$ cat src/rtl/tdm_pkg.sv
// Shared TDM link definitions: state encoding and slot-index sizing used by
// both the transmit multiplexer and the receive demultiplexer.
package tdm_pkg;

  typedef enum logic {
    HUNT   = 1'b0,
    LOCKED = 1'b1
  } tdm_state_t;

  function automatic int idx_width(input int n);
    return (n > 1) ? $clog2(n) : 1;
  endfunction

endpackage

$ cat src/rtl/tdm_slot_counter.sv
// Modulo-NCH slot counter with enable, synchronous load-to-1 and clear.
module tdm_slot_counter
  import tdm_pkg::*;
#(
  parameter int NCH = 4,
  parameter int IW  = idx_width(NCH)
) (
  input  logic          clk,
  input  logic          rst,
  input  logic          en,
  input  logic          load_one,
  input  logic          clr,
  output logic [IW-1:0] ch_idx,
  output logic          last_slot
);

  localparam logic [IW-1:0] ONE  = IW'(1);
  localparam logic [IW-1:0] LAST = IW'(NCH - 1);

  assign last_slot = (ch_idx == LAST);

  // Explicit wrap at NCH-1 keeps non-power-of-2 NCH from reaching NCH.
  always_ff @(posedge clk or posedge rst) begin
    if (rst)           ch_idx <= '0;
    else if (clr)      ch_idx <= '0;
    else if (load_one) ch_idx <= ONE;
    else if (en)       ch_idx <= last_slot ? '0 : ch_idx + ONE;
  end

endmodule

$ cat src/rtl/tdm_demux.sv
// TDM receive demultiplexer: locks to frame sync, assembles a frame in a
// shadow buffer and publishes it atomically with a one-cycle frame_valid.
module tdm_demux
  import tdm_pkg::*;
#(
  parameter int NCH = 4,
  parameter int W   = 8,
  parameter int IW  = idx_width(NCH)
) (
  input  logic           clk,
  input  logic           rst,
  input  logic [W-1:0]   din,
  input  logic           din_valid,
  input  logic           sync,
  output logic [NCH*W-1:0] dout,
  output logic           frame_valid,
  output logic [IW-1:0]  ch_idx,
  output logic           locked,
  output logic           sync_err
);

  tdm_state_t   state;
  logic [W-1:0] shadow [NCH];
  logic         cnt_en;
  logic         cnt_load;
  logic         cnt_clr;
  logic         last_slot;

  assign cnt_load = din_valid & sync;
  assign cnt_en   = din_valid & (state == LOCKED) & ~sync & (ch_idx != '0);
  assign cnt_clr  = din_valid & (state == LOCKED) & ~sync & (ch_idx == '0);
  assign locked   = (state == LOCKED);

  tdm_slot_counter #(
    .NCH (NCH),
    .IW  (IW)
  ) u_slot_counter (
    .clk       (clk),
    .rst       (rst),
    .en        (cnt_en),
    .load_one  (cnt_load),
    .clr       (cnt_clr),
    .ch_idx    (ch_idx),
    .last_slot (last_slot)
  );

  always_ff @(posedge clk or posedge rst) begin
    if (rst) begin
      state       <= HUNT;
      dout        <= '0;
      frame_valid <= 1'b0;
      sync_err    <= 1'b0;
      for (int unsigned k = 0; k < NCH; k++) shadow[k] <= '0;
    end else begin
      frame_valid <= 1'b0;
      sync_err    <= 1'b0;
      if (din_valid) begin
        if (state == HUNT) begin
          if (sync) begin
            shadow[0] <= din;
            state     <= LOCKED;
          end
        end else if (sync) begin
          // Early sync restarts the frame; expected sync is the normal slot 0.
          shadow[0] <= din;
          if (ch_idx != '0) sync_err <= 1'b1;
        end else if (ch_idx == '0) begin
          sync_err <= 1'b1;
          state    <= HUNT;
        end else begin
          for (int unsigned k = 1; k < NCH; k++)
            if (IW'(k) == ch_idx) shadow[k] <= din;
          if (last_slot) begin
            // Last word bypasses the shadow so the whole frame lands in one edge.
            for (int unsigned k = 0; k < NCH - 1; k++) dout[k*W +: W] <= shadow[k];
            dout[(NCH-1)*W +: W] <= din;
            frame_valid          <= 1'b1;
          end
        end
      end
    end
  end

endmodule
$ cat config.mk
export PLATFORM = sky130hd
export DESIGN_NAME = tdm_demux
export DESIGN_NICKNAME = d
export VERILOG_FILES = /design/src/rtl/tdm_pkg.sv /design/src/rtl/tdm_slot_counter.sv /design/src/rtl/tdm_demux.sv
export SDC_FILE = /design/constraint.sdc
export NUM_CORES = 1
export LEC_CHECK = 0
export CAP_MARGIN = 20
export CORE_MARGIN = 1
export CORE_UTILIZATION = 54
export DETAILED_ROUTE_END_ITERATION = 10
export PLACE_DENSITY = 0.94
export SLEW_MARGIN = 20
export SYNTH_ARGS = -nofsm -noshare
export SYNTH_HDL_FRONTEND = slang
export SYNTH_HIERARCHICAL = 1
export SYNTH_SLANG_ARGS = --single-unit
export TNS_END_PERCENT = 30
$ cat constraint.sdc
create_clock -name clk -period 3.71 [get_ports clk]
set_clock_uncertainty 0.1 [all_clocks]
set_input_delay 0.9275 -clock clk [delete_from_list [all_inputs] [get_ports clk]]
set_output_delay 0.9275 -clock clk [all_outputs]
set_load 0.005 [all_outputs]
==> run_results.csv <==
group,metric,value,unit
status,run_status,"finished, final reports clean",
job,max-cap-violations,0,
route,post-route-drc-count,0,
yosys,post_synth_arst_share,100,%
finish,num-fill-cells,262,
clock_network,postCtsSetupBuffers,0,
placed_design,detailed_place_hpwl,3.23,mm
floorplanning,chipWidth,68.7,µm
finish,finalNetCount,214,
route,via_count,1373,
clock_network,cts-htree-levels,3,
yosys,synth_nets,156,
global_routing,grt_first_pass_wirelength,7.57,mm
yosys,average_cell_area_after_synthesis,16.8,µm²
sta,timing_hold_violations_final,0,
yosys,synth.distinct_cells,19,
floorplanning,io_pins,49,
yosys,library_cell_with_the_highest_instance_count_after_synthesis,"sky130_fd_sc_hd__dfrtp_1",
yosys,yosysTopAreaCellShare,63.5,%
yosys,synthesis.instances,143,
clock_network,cts.sinks,61,
finish,area_growth,29.0,%
worst_setup_path,crit_type,"input pin to register",
yosys,synth_ff_type,"sky130_fd_sc_hd__dfrtp_1",
sta,setup_tns,0,ns
floorplanning,die_h,68.7,µm
sta,finalWorstPathRequiredPeriod,2.52,ns
clock_network,cts-buffers-inserted,9,
sta,max_slew.worst_pin.slew,0.513,ns
worst_setup_path,critical_path_required,3.82,ns
route,drt_iter0_drc,52,
clock_network,ctsRootBufferMaster,"sky130_fd_sc_hd__clkbuf_8",
finish,drive_above_1_share,36.1,%
worst_setup_path,regToRegStartpoint,"u_slot_counter/ch_idx[0]",
global_routing,global_route_overflow,0,
finish,design_area,3100,µm²
sta,grt_setup_unrepaired,"false",
min_path,hold_path_depth,1,
worst_setup_path,reg2reg_to,"dout[23]",
worst_setup_path,startpoint_type,"input pin",
power,power-per-cell-area,718,nW/µm²
worst_setup_path,r2r.worst_path.cells,4,
worst_setup_path,crit_path_end,"dout[23]",
clock_network,cts_tree,"yes",
clock_network,cts_hold_buffers,0,
yosys,mappedNetlistArea,2400,µm²
route,avgViaCountPerCell,5.38,
clock_network,clockBufferDepth,2,
yosys,netlist_top_cells_area,"sky130_fd_sc_hd__dfrtp_1 (63%), sky130_fd_sc_hd__mux2_2 (22%), sky130_fd_sc_hd__mux2_4 (5.0%)",
yosys,ys.warnings.count,6,
route,final_antenna_net_count,0,
route,dr_pass1_iterations,4,
sta,number_of_slew_limit_violations_in_the_final_report,0,
worst_setup_path,timing.critical_path.from,"din_valid",
clock_network,worstSkewPairLatency,0.33,ns
finish,num_antenna_cells,0,
floorplanning,die_area,4720,µm²
floorplanning,std_cell_rows,23,
yosys,yosysSeqAreaShare,63.5,%
yosys,synth_top_cell_by_area,"sky130_fd_sc_hd__dfrtp_1",
sta,timing.max_slew.rel_slack,65.8,%
worst_setup_path,worstSetupEndpointType,"register",
yosys,synthTopCellsByCount,"sky130_fd_sc_hd__dfrtp_1 (61), sky130_fd_sc_hd__mux2_2 (46), sky130_fd_sc_hd__mux2_4 (8)",
global_routing,antenna_found_initial,0,
global_routing,maximum_number_of_pins_on_one_net_before_global_route_repair,34,
min_path,type_of_the_tightest_min_delay_check,"register to register",
floorplanning,core_region_area,4140,µm²
yosys,synth_edf_count,0,
power,ir_worst_vdd,0.000386,V
placed_design,post_dp_cell_area,2930,µm²
worst_setup_path,critPathArrivalTime,2.63,ns
global_routing,grt_pass1_vias,1474,
floorplanning,floorplan.initialDensity,58.0,%
clock_network,clk_pin_slew_worst_paths,0.06,ns
route,routed_wl,4.69,mm
route,route.detailed.wl_per_inst,18.4,µm
worst_setup_path,internal_reg_to_reg_setup_slack,1.78,ns
sta,clock.fmax,397,MHz
clock_network,postCtsResizedCells,0,
power,power.static_leakage,0.00146,µW
sta,timing.final.setup_violations,0,
yosys,yosys_register_bits,61,
worst_setup_path,worstPathMaxFanout,33,
global_routing,grt_usage,23.7,%
sta,final_min_period_over_clock_period,67.9,%
placed_design,globalplace.congestion,0.794,
placed_design,placement.io_buffers,48,
[power breakdown]
| group | switching [µW] | internal, µW |
|---|---|---|
| registers | 153 | 898 |
| clock network | 235 | 293 |
| logic | 197 | 451 |
| total | 585 | 1640 |
[cells by family after synthesis]
| kind of cell | count (synthesis) | share of synthesized area (%) |
|---|---|---|
| AOI/OAI and AO/OA | 2 | 0.573 |
| xor gates and xnor gates | 1 | 0.364 |
| adders and majority gates | 1 | 0.520 |
| buffers and inverters | 8 | 2.50 |
| DFF | 61 | 63.5 |
| muxes | 57 | 27.9 |
| and+or+nand+nor | 13 | 4.68 |
[worst min-delay path by stage]
stage                          start  endpoint
after floorplan           shadow[24]   dout[0]
after global placement       dout[0]   dout[0]
after detailed placement  shadow[24]   dout[0]
after CTS                 shadow[24]   dout[0]
after global routing      shadow[24]   dout[0]
final                     shadow[24]   dout[0]
[cells in the final DEF (no fill, tap or decap)]
cell and count:
sky130_fd_sc_hd__and3_1 1, sky130_fd_sc_hd__or3b_1 2, sky130_fd_sc_hd__xor2_1 1, sky130_fd_sc_hd__mux2_1 2, sky130_fd_sc_hd__nand2b_1 1, sky130_fd_sc_hd__a21o_1 1
sky130_fd_sc_hd__nand3b_4 1, sky130_fd_sc_hd__buf_4 3, sky130_fd_sc_hd__inv_2 1, sky130_fd_sc_hd__nor3b_4 2, sky130_fd_sc_hd__clkinv_2 1, sky130_fd_sc_hd__mux2i_1 1
sky130_fd_sc_hd__inv_1 3, sky130_fd_sc_hd__nor3_1 2, sky130_fd_sc_hd__clkbuf_1 2, sky130_fd_sc_hd__mux2_2 46, sky130_fd_sc_hd__nor2_1 2, sky130_fd_sc_hd__dfrtp_1 61
sky130_fd_sc_hd__a31oi_1 1, sky130_fd_sc_hd__nand2_1 2, sky130_fd_sc_hd__mux2_4 8, sky130_fd_sc_hd__clkbuf_8 12, sky130_fd_sc_hd__clkdlybuf4s50_1 48, sky130_fd_sc_hd__ha_1 1
[state kept, by name, indices dropped and copies added, names as in the netlist]
signal	cells
frame_valid	1
u_slot_counter/ch_idx	2
sync_err	1
locked	1
shadow	24
dout	32
[stage by stage]
step	utilization (%)	power, µW	hold WS, ns	instances	setup WS (ns)
2_1_floorplan	-	1340	0.359	143	1.23
3_3_place_gp	70.6	1650	0.368	240	0.929
3_5_place_dp	70.6	1710	0.384	240	0.844
4_1_cts	74.9	2250	0.398	255	1.20
5_1_grt	74.9	2350	0.422	255	1.08
6_report	74.9	2230	0.396	255	1.19
[routing by layer]
layer	global-route usage [%]	up-vias	part of all wire, %
met2	39.7	42	51
li1	-	622	-
met5	0	-	0
met3	3.62	12	3.5
met1	29.0	697	43
met4	13.8	0	2.8
[final cells by class]
| cell class | instances | area (µm²) | share of cell area, % |
|---|---|---|---|
| timing repair buffer | 51 | 503 | 16.2 |
| clock inverter | 1 | 5.00 | 0.161 |
| clock buffer | 14 | 173 | 5.56 |
| tap | 50 | 62.6 | 2.02 |
| sequential | 61 | 1530 | 49.2 |
| multi-input combinational | 74 | 818 | 26.4 |
| inverter | 4 | 15.0 | 0.484 |
[worst max-delay path: stages]
cell and delay [ns]:
sky130_fd_sc_hd__clkdlybuf4s50_1 0.56, sky130_fd_sc_hd__nand3b_4 0.15, sky130_fd_sc_hd__nor3b_4 0.18, sky130_fd_sc_hd__buf_4 0.40
sky130_fd_sc_hd__mux2_2 0.40
(Power assumes the default switching activity.)
